$ cat src/rtl/cp0_regfile.sv
// cp0_regfile: coprocessor-0 register file for the 5-stage MIPS pipeline.
// Holds SR (12), Cause (13), EPC (14) and the constant PRId (15). It services mfc0/mtc0 and
// decides at the M-stage commit point whether to take an interrupt or exception. When it takes
// one, it saves the victim PC into EPC.
//
// Ports:
//   clk        rising-edge clock
//   rst_n      synchronous active-low reset
//   A1         mfc0 read address            DOut  combinational read data for A1
//   A2/DIn/WE  mtc0 write address/data/enable
//   PC/BD      M-stage PC and branch-delay-slot flag
//   ExcCodeIn  synchronous exception code (0 = none)
//   EXLClr     eret in M stage
//   HWInt      level-sensitive hardware interrupt lines
//   IntReq     take exception/interrupt this cycle
//   EPC        current EPC, word aligned
module cp0_regfile #(
    parameter logic [31:0] PRID      = 32'h0018_0000,
    parameter int unsigned NUM_HWINT = 6
) (
    input  logic                 clk,
    input  logic                 rst_n,
    input  logic [4:0]           A1,
    input  logic [4:0]           A2,
    input  logic [31:0]          DIn,
    input  logic                 WE,
    input  logic [31:0]          PC,
    input  logic                 BD,
    input  logic [4:0]           ExcCodeIn,
    input  logic                 EXLClr,
    input  logic [NUM_HWINT-1:0] HWInt,
    output logic                 IntReq,
    output logic [31:0]          EPC,
    output logic [31:0]          DOut
);

    // SR.IM and Cause.IP share this bit position.
    localparam int unsigned IpLsb = 10;

    // Mode machine: the mode register is SR.EXL.
    typedef enum logic [0:0] {StNormal, StHandler} mode_e;

    mode_e                mode_q, mode_d;
    logic [NUM_HWINT-1:0] im_q, im_d;
    logic                 ie_q, ie_d;
    logic [NUM_HWINT-1:0] ip_q;
    logic                 bd_q, bd_d;
    logic [4:0]           exc_q, exc_d;
    logic [29:0]          epc_q, epc_d;

    logic        exl;
    logic        hw_take;
    logic        exc_take;
    logic        sr_wr;
    logic        epc_wr;
    logic [31:0] sr_val;
    logic [31:0] cause_val;
    logic        unused_pc_lsb;

    assign exl      = (mode_q == StHandler);
    // The live lines are used here, not the registered IP copy, so a request is seen the same cycle.
    assign hw_take  = ie_q & ~exl & (|(HWInt & im_q));
    assign exc_take = (ExcCodeIn != 5'd0) & ~exl;
    assign IntReq   = hw_take | exc_take;

    assign sr_wr  = WE && (A2 == 5'd12);
    assign epc_wr = WE && (A2 == 5'd14);

    assign unused_pc_lsb = ^PC[1:0];

    always_comb begin
        mode_d = mode_q;
        im_d   = im_q;
        ie_d   = ie_q;
        bd_d   = bd_q;
        exc_d  = exc_q;
        epc_d  = epc_q;
        if (IntReq) begin
            // An exception entry overrides any mtc0 in the same cycle.
            mode_d = StHandler;
            bd_d   = BD;
            exc_d  = hw_take ? 5'd0 : ExcCodeIn;
            epc_d  = BD ? (PC[31:2] - 30'd1) : PC[31:2];
        end else begin
            if (sr_wr) begin
                im_d   = DIn[IpLsb +: NUM_HWINT];
                ie_d   = DIn[0];
                mode_d = DIn[1] ? StHandler : StNormal;
            end
            if (epc_wr) begin
                epc_d = DIn[31:2];
            end
            // eret wins over an SR write that sets EXL in the same cycle.
            if (EXLClr) begin
                mode_d = StNormal;
            end
        end
    end

    always_ff @(posedge clk) begin
        if (!rst_n) begin
            mode_q <= StNormal;
            im_q   <= '0;
            ie_q   <= 1'b0;
            ip_q   <= '0;
            bd_q   <= 1'b0;
            exc_q  <= 5'd0;
            epc_q  <= 30'd0;
        end else begin
            mode_q <= mode_d;
            im_q   <= im_d;
            ie_q   <= ie_d;
            ip_q   <= HWInt;
            bd_q   <= bd_d;
            exc_q  <= exc_d;
            epc_q  <= epc_d;
        end
    end

    always_comb begin
        sr_val                       = '0;
        sr_val[IpLsb +: NUM_HWINT]   = im_q;
        sr_val[1]                    = exl;
        sr_val[0]                    = ie_q;
        cause_val                    = '0;
        cause_val[31]                = bd_q;
        cause_val[IpLsb +: NUM_HWINT] = ip_q;
        cause_val[6:2]               = exc_q;
    end

    assign EPC = {epc_q, 2'b00};

    // Reads return the registered values; no write bypass.
    always_comb begin
        DOut = '0;
        unique case (A1)
            5'd12:   DOut = sr_val;
            5'd13:   DOut = cause_val;
            5'd14:   DOut = EPC;
            5'd15:   DOut = PRID;
            default: DOut = '0;
        endcase
    end

endmodule

$ cat config.mk
export PLATFORM = sky130hd
export DESIGN_NAME = cp0_regfile
export DESIGN_NICKNAME = d
export VERILOG_FILES = /design/src/rtl/cp0_regfile.sv
export SDC_FILE = /design/constraint.sdc
export NUM_CORES = 1
export LEC_CHECK = 0
export CAP_MARGIN = 10
export CORE_MARGIN = 2
export CORE_UTILIZATION = 45
export CTS_CLUSTER_DIAMETER = 30
export DETAILED_ROUTE_END_ITERATION = 16
export PLACE_DENSITY = 0.89
export SYNTH_ARGS = -nofsm -noshare
export SYNTH_HDL_FRONTEND = slang
export SYNTH_SLANG_ARGS = --single-unit
$ cat constraint.sdc
create_clock -name clk -period 3.8 [get_ports clk]
set_input_delay 0.95 -clock clk [delete_from_list [all_inputs] [get_ports clk]]
set_output_delay 0.95 -clock clk [all_outputs]
set_load 0.1 [all_outputs]
# Word level (Yosys, flattened, before mapping)
# Index checks and enable logic that the tools add are counted.
# word_totals
register_bits	50
# classes
n_addsub	1
n_bitwise	7
mux	9
eq_ne	6
n_reduce_logical	7
# ops
op	count
$pmux 32 s4	1
$mux 30	3
$eq 5x4->1 const B	6
$sub 30x1->30 const B	1
$and 6x6->6	1
$reduce_or 6->1	1
$mux 5	1
$reduce_bool 5->1	1
$mux 1	4
$and 1x1->1	3
$reduce_bool 3->1	1
$logic_and 1x1->1	2
$not 1->1	2
$reduce_and 2->1	1
$reduce_bool 2->1	1
$or 1x1->1	1

# Longest topological paths before layout
# Gate-level depths: netlist of the first run.
# logic_depth
word_depth	6
mapped_depth	7
depth_no_buf	6

# Least setup slack after synthesis of the first run
# No wires, ideal clock.
# synth_timing
path_type	in2out
startpoint	input A1[1]
endpoint	output DOut[1]
path_buffers	1
arrival_ps	4358
path_stages	2
path_slack_ps	-1508
cell_sequence	clkbuf_1 -> nor4b_1
# synth_between
elab_chain_len	2
# synth_rtl
item	line_no	source
start, declared	23	input logic [4:0] A1,
$eq 5x4->1	136	unique case (A1)
$pmux 32 s4 (*)	136	
end, declared	34	output logic [31:0] DOut
# Mark *: on every way between the ends. The rest lies on a longest branch, timed or not.

# Worst setup path after layout of the first run
# layout_timing
startpoint	input A1[0]
endpoint	output DOut[30]
# The elaborated chain is that of the path after synthesis.

==> flow_summary.toml, run 1 <==
[synth]
post_synthesis_share_of_cell_area_spent_on_and_or_nand_and_nor_gates_pct = 31.24
synth_enable_flop_cells = 0
post_synth_fa_ha_maj_area_fraction_pct = 0.3411
ys_top_cells_by_area = "dfxtp_1 27%, nor4_1 7.8%, o31a_1 6.9%, o41ai_1 4.1%, and2_1 3.8%"
largest_family_of_logic_cells_by_synthesized_area = "simple AND/OR/NAND/NOR gates"
synth.largest_area_cell = "dfxtp_1"
post-synth-top-area-fraction_pct = 27.29
yosys_register_bits = 50
post_synth_instance_area_sq_um = 3669
post_synth_num_cell_types = 52
synth-xor-area-share_pct = 3.104
synth_cells = 466
dominantRegCellSynth = "dfxtp_1"
synth_compound_gate_area_share_pct = 24.86
ys_seq_area_share_pct = 27.29
synth-warning-count = 0
syn_avg_cell_area_sq_um = 7.872
synth-async-reset-ratio_pct = 0
share_of_synthesized_area_spent_on_multiplexers_pct = 3.854

[outcome]
run_status = "finished, final reports clean"

[sta]
final.setup_skew_ns = 0.008146
post-route-worst-setup-slack_ns = 0.2663
achievable-frequency_mhz = 283.0
setup_viol_count_final = 0
period_share_pct = 92.99
minimum_clock_period_ns = 3.534
timing_worst_slew_pin_value_ns = 1.117
tns_ns = 0
unrepaired_setup_endpoints_after_global_routing = "false"
drv_slew = 0
slew_headroom_pct = 25.55
finalHoldViolations = 0

[die]
placeableCoreArea_sq_um = 7807
pin_count = 155
std_cell_rows = 32
die_y_microns = 94.29
initial_utilization_pct = 46.99
fp.dieArea_sq_um = 8891
die_width_microns = 94.29

[routing]
via_per_inst = 6.068
wl_met2_microns = 6273
antenna_violating_nets_remaining = 0
average_routed_wire_per_standard_cell_microns = 18.51
dr_total_vias = 4199
highest_layer = "met4"
routed_met3_length_microns = 933
number_of_drc_markers_after_the_initial_detailed_route_iteration = 445
wl_met1_microns = 5353
first_pass_iters = 5
drc_violations_left = 0
totalWireLength_microns = 12810

[flow_run]
maxCapViolCount = 0

[placement]
detailedPlacementHpwl_microns = 9585
routabilityCongestion = 0.8754
portBuffers = 150
pre_cts_ws_ns = 0.3003

[critical_path]
crit_fanout = 16
critical_path.reg2reg.startpoint = "im_q[3]$_SDFFE_PN0P_"
critical_path.startpoint = "A1[0]"
timing.critical_path.to_type = "output port"
critical_path.startpoint_type = "input pin"
critical_path_class = "input pin to output port"
arrival_ns = 2.58
worst-endpoint-required_ns = 2.85

[global_routing]
pin_count_of_the_biggest_net_entering_global_routing = 63
antenna_found_initial = 0
grt_overflow_total = 0
via_count_of_the_first_global_routing_pass = 4047
gr-usage-all-layers_pct = 29.24
grt_pass1_wl_microns = 20760

[cts]
clockRootBuffer = "clkbuf_8"
tritoncts = "done"
hold_buffers = 0
clock_tree.htree_level_count = 2
cts.clk_slew.worst_paths_ns = 0.09
cts_buffers = 5
clock_sinks = 50
ctsLongestPathBuffers = 2
clk_lat_worst_skew_ns = 0.31
post_cts_resize_count = 0
cts_setup_buffers = 0

[finish]
antennaDiodeCount = 0
flow.area_growth_from_synthesis_pct = 54.98
drive_gt1_share_pct = 15.42
design.final.nets = 680
layout_common_cells = "116 x clkdlybuf4s50_1, 50 x dfxtp_1, 45 x nor4_1"
mostFrequentLayoutCell = "clkdlybuf4s50_1"

[pwr]
pwr_density_cell_nw_per_um2 = 282.7
peakVddDrop_uv = 174.6
static-leakage-power_nw = 1.950

[min_path]
hp-class = "flop to flop"
hp-start = "ie_q$_SDFFE_PN0P_"
## registers in the layout (all words and copies together) (netlist names)
name and flops:
im_q 6, bd_q 1, ip_q 6, exl 1, epc_q 30, exc_q 5
ie_q 1
## synth_stat cells, types with 4 or more instances
library cell   n
o21ai_0        7
nor3_1         5
clkbuf_1      36
nor2_1        25
a31oi_1       15
xor2_1         5
nor4_2         4
o31a_1        29
xnor2_1        8
o31ai_1        9
a22oi_1        9
mux2i_1       13
or4_1          7
or3_1         16
nand3b_1       5
buf_2          9
a21oi_1       12
o21a_1         4
nor4_1        46
and2_1        22
o41ai_1       17
nand2_1       20
a211oi_1      14
nand4_1        5
inv_1         33
dfxtp_1       50
or3b_2         5
## where the power goes
group / switching [W] / internal (W) / total, W
clock: 0.000190 / 0.000147 / 0.000337
combinational: 0.000438 / 0.000234 / 0.000673
sequential: 0.0000339 / 0.000564 / 0.000597
total: 0.000663 / 0.000945 / 0.00161
## routing by layer
layer / GRT usage [%] / vias to the layer above
li1: - / 2008
met1: 37.76 / 1972
met2: 49.82 / 196
met3: 5.056 / 23
met4: 8.454 / 0
met5: 0 / -
## area by class of cell
type | count | area [sq um]
timing repair buffer | 163 | 1937
sequential | 50 | 1001
clock inverter | 2 | 12.51
fill | 594 | 2122
multi-input combinational | 334 | 2394
clock buffer | 6 | 82.58
tap | 102 | 127.6
inverter | 35 | 131.4
## critical path, stage by stage
cell	delay, ns
clkdlybuf4s50_1	0.57
nor2b_1	0.21
nor2b_1	0.18
buf_4	0.25
and2_1	0.22
buf_12	0.19
## logic make-up after synthesis
family	count (synthesis)
AND/OR/NAND/NOR	183
AO/OA/AOI/OAI	121
buffers and inverters	83
flip-flops	50
multiplexers	14
XOR/XNOR	13
adder cells (fa/ha/maj)	1
other	1
## path summary, 6_finish.rpt
| kind | cells past startpoint | end | slack, ns |
|---|---|---|---|
| worst max-delay path | 6 | DOut[30] | 0.27 |
| worst min-delay path | 2 | ie_q$_SDFFE_PN0P_ | 0.48 |
| worst max register to register | 5 | im_q[0]$_SDFFE_PN0P_ | 1.77 |
| worst min register to register | 2 | ie_q$_SDFFE_PN0P_ | 0.48 |
## stage by stage
stage | cell area, sq um | instances | util [%] | total power, W | hold WS [ns]
6_report | 5685 | 692 | 72.82 | 0.001607 | 0.4754
5_1_grt | 5685 | 692 | 72.82 | 0.001662 | 0.5074
4_1_cts | 5685 | 692 | 72.82 | 0.001602 | 0.4795
3_5_place_dp | 5590 | 684 | 71.60 | 0.001276 | 0.4672
3_3_place_gp | 5590 | 684 | 71.60 | 0.001263 | 0.4455
2_1_floorplan | 3710 | 467 | - | 0.001040 | 0.4347
Note: power is estimated with default switching activity, not from simulation.
==> run 2, diff against run 1 <==
--- a/config.mk
+++ b/config.mk
@@ -8,7 +8,6 @@
 export CAP_MARGIN = 10
 export CORE_MARGIN = 2
 export CORE_UTILIZATION = 45
-export CTS_CLUSTER_DIAMETER = 30
 export DETAILED_ROUTE_END_ITERATION = 16
 export PLACE_DENSITY = 0.89
 export SYNTH_ARGS = -nofsm -noshare
==> results of run 2 <==
Same layout as run 1: the final DEF is identical, and so are final timing and power.
==> run 3, diff against run 2 <==
--- a/config.mk
+++ b/config.mk
@@ -6,10 +6,11 @@
 export NUM_CORES = 1
 export LEC_CHECK = 0
 export CAP_MARGIN = 10
+export CORE_ASPECT_RATIO = 0.5
 export CORE_MARGIN = 2
-export CORE_UTILIZATION = 45
+export CORE_UTILIZATION = 44
 export DETAILED_ROUTE_END_ITERATION = 16
-export PLACE_DENSITY = 0.89
+export PLACE_DENSITY = 0.87
 export SYNTH_ARGS = -nofsm -noshare
 export SYNTH_HDL_FRONTEND = slang
 export SYNTH_SLANG_ARGS = --single-unit
==> constraint.sdc (replaced) <==
create_clock -name clk -period 4 [get_ports clk]
set_input_delay 1 -clock clk [delete_from_list [all_inputs] [get_ports clk]]
set_output_delay 1 -clock clk [all_outputs]
set_load 0.1 [all_outputs]
==> run 3 against run 2 <==
Compared with the run above:
- wire length rose by 2.8%
- clock skew barely moved
- via count rose by 0.93%
==> flow_summary.toml, run 3 (synthesized netlist as in run 1, its figures left out) <==
[finish]
mostFrequentLayoutCell = "clkdlybuf4s50_1"
largest-register = "epc_q"
flow.area_growth_from_synthesis_pct = 57.44
n_fill_cell = 582
design.final.nets = 682
reg.largest.list = "epc_q (30), im_q (6), ip_q (6)"
drive_gt1_share_pct = 15.71
layout_common_cells = "116 x clkdlybuf4s50_1, 50 x dfxtp_1, 45 x nor4_1"
antennaDiodeCount = 0
largest_register_ff_count = 30

[critical_path]
cp_top_family = "buffers and inverters"
worstPathCellList = "clkdlybuf4s50_1 -> nor2b_1 -> nor2b_1 -> buf_4 -> and2_1 -> buf_12"
worst-endpoint-required_ns = 3.00
worstRegToRegCells = 5
register_to_register_setup_slack_ns = 1.98
critical_path.reg2reg.endpoint = "epc_q[29]$_SDFFE_PN0P_"
critical_path.startpoint = "A1[1]"
crit_fanout = 16
timing.critical_path.to_type = "output port"
cpMaxStageDelayCell = "clkdlybuf4s50_1"
cell_repeated_most_along_the_worst_path = "nor2b_1"
arrival_ns = 2.61
critical_path.reg2reg.startpoint = "im_q[3]$_SDFFE_PN0P_"
cp.buffers_inverters = 3
cp.depth = 6
critical_path_class = "input pin to output port"
critPathCapture = "DOut[24]"
cpPeakStageDelay_ns = 0.59
critical_path.startpoint_type = "input pin"

[routing]
antenna_violating_nets_remaining = 0
first_pass_iters = 6
totalWireLength_microns = 13160
via_per_inst = 6.020
number_of_drc_markers_after_the_initial_detailed_route_iteration = 486
average_routed_wire_per_standard_cell_microns = 18.70
drc_violations_left = 0
dr_total_vias = 4238

[cts]
cts_buffers = 5
post_cts_resize_count = 0
cts.clk_slew.worst_paths_ns = 0.07
clockRootBuffer = "clkbuf_16"
tritoncts = "done"
cts_setup_buffers = 0
ctsLongestPathBuffers = 2
clock_tree.htree_level_count = 2
clock_sinks = 50
hold_buffers = 0
clk_lat_worst_skew_ns = 0.29

[placement]
detailedPlacementHpwl_microns = 9837
routabilityCongestion = 0.8758
pre_cts_ws_ns = 0.4321
portBuffers = 150

[sta]
final.setup_skew_ns = 0.008463
post-route-worst-setup-slack_ns = 0.3888
timing_worst_slew_pin_value_ns = 1.102
drv_slew = 0
achievable-frequency_mhz = 276.9
period_share_pct = 90.28
slew_headroom_pct = 26.54
finalHoldViolations = 0
unrepaired_setup_endpoints_after_global_routing = "false"
minimum_clock_period_ns = 3.611
setup_viol_count_final = 0
tns_ns = 0

[pwr]
static-leakage-power_nw = 1.991
peakVddDrop_uv = 201.2
pwr_density_cell_nw_per_um2 = 299.4

[global_routing]
gr-usage-all-layers_pct = 27.79
pin_count_of_the_biggest_net_entering_global_routing = 63
antenna_found_initial = 0
via_count_of_the_first_global_routing_pass = 3843
grt_pass1_wl_microns = 20100
grt_overflow_total = 0

[die]
die_width_microns = 133.1
std_cell_rows = 23
die_y_microns = 68.57
initial_utilization_pct = 45.53
placeableCoreArea_sq_um = 8058
pin_count = 155
fp.dieArea_sq_um = 9128

[flow_run]
maxCapViolCount = 0

[min_path]
hp-class = "flop to flop"

[outcome]
run_status = "finished, final reports clean"
-- run 3: cell types whose count changed in the layout (fill, tap and decap cells not counted), sizes merged --
cell	change
buf	+2
bufinv	+1
clkinv	-1
clkinvlp	-1
inv	+1
-- run 3: stage by stage --
stage / std cells / hold WS (ns) / total power (W) / area, sq um / utilization, %
2_1_floorplan: 467 / 0.4347 / 0.0009878 / 3710 / -
3_3_place_gp: 696 / 0.4459 / 0.001207 / 5598 / 69.47
3_5_place_dp: 696 / 0.4700 / 0.001218 / 5598 / 69.47
4_1_cts: 704 / 0.4796 / 0.001717 / 5776 / 71.68
5_1_grt: 704 / 0.5033 / 0.001777 / 5776 / 71.68
6_report: 704 / 0.4809 / 0.001729 / 5776 / 71.68
-- run 3: worst min path at each step --
| stage | start | to | slack (ns) | depth (start not counted) |
|---|---|---|---|---|
| after global placement | ie_q$_SDFFE_PN0P_ | ie_q$_SDFFE_PN0P_ | 0.45 | 2 |
| final | im_q[0]$_SDFFE_PN0P_ | im_q[0]$_SDFFE_PN0P_ | 0.48 | 2 |
| after CTS | im_q[0]$_SDFFE_PN0P_ | im_q[0]$_SDFFE_PN0P_ | 0.48 | 2 |
| after floorplan | ie_q$_SDFFE_PN0P_ | ie_q$_SDFFE_PN0P_ | 0.43 | 2 |
| after detailed placement | im_q[0]$_SDFFE_PN0P_ | im_q[0]$_SDFFE_PN0P_ | 0.47 | 2 |
| after global routing | im_q[2]$_SDFFE_PN0P_ | im_q[2]$_SDFFE_PN0P_ | 0.50 | 2 |
-- run 3: power by group --
group	switching [W]	internal, W	total, W	leakage, nW
Clock	0.000198	0.000315	0.000513	0.0875
Combinational	0.000422	0.000222	0.000644	1.49
Sequential	0.0000364	0.000535	0.000572	0.414
-- run 3: worst register-to-register path, delay by kind of cell, from the launching register on --
| kind | cells | cell delay (ns) |
|---|---|---|
| flip-flops | 1 | 0.33 |
| buffers and inverters | 1 | 0.31 |
| AO/OA/AOI/OAI | 4 | 1.23 |
-- run 3: metal layers --
layer / vias to the layer above / global-route usage, % / share of wire (%)
met1: 1928 / 36.90 / 41
met4: 0 / 8.378 / 2.0
met3: 25 / 5.044 / 9.8
met5: - / 0 / 0
met2: 262 / 47.34 / 47
li1: 2023 / - / -
-- run 3: area by class of cell --
| cell class | count | area [sq um] | share of cell area [%] |
|---|---|---|---|
| multi-input cells | 334 | 2386 | 41.31 |
| repair buffers | 165 | 1939 | 33.58 |
| flip-flops and latches | 50 | 1001 | 17.33 |
| well taps | 112 | 140.1 | 2.426 |
| clock buffers | 6 | 138.9 | 2.405 |
| inverters | 35 | 131.4 | 2.275 |
| clock inverters | 2 | 38.79 | 0.6716 |
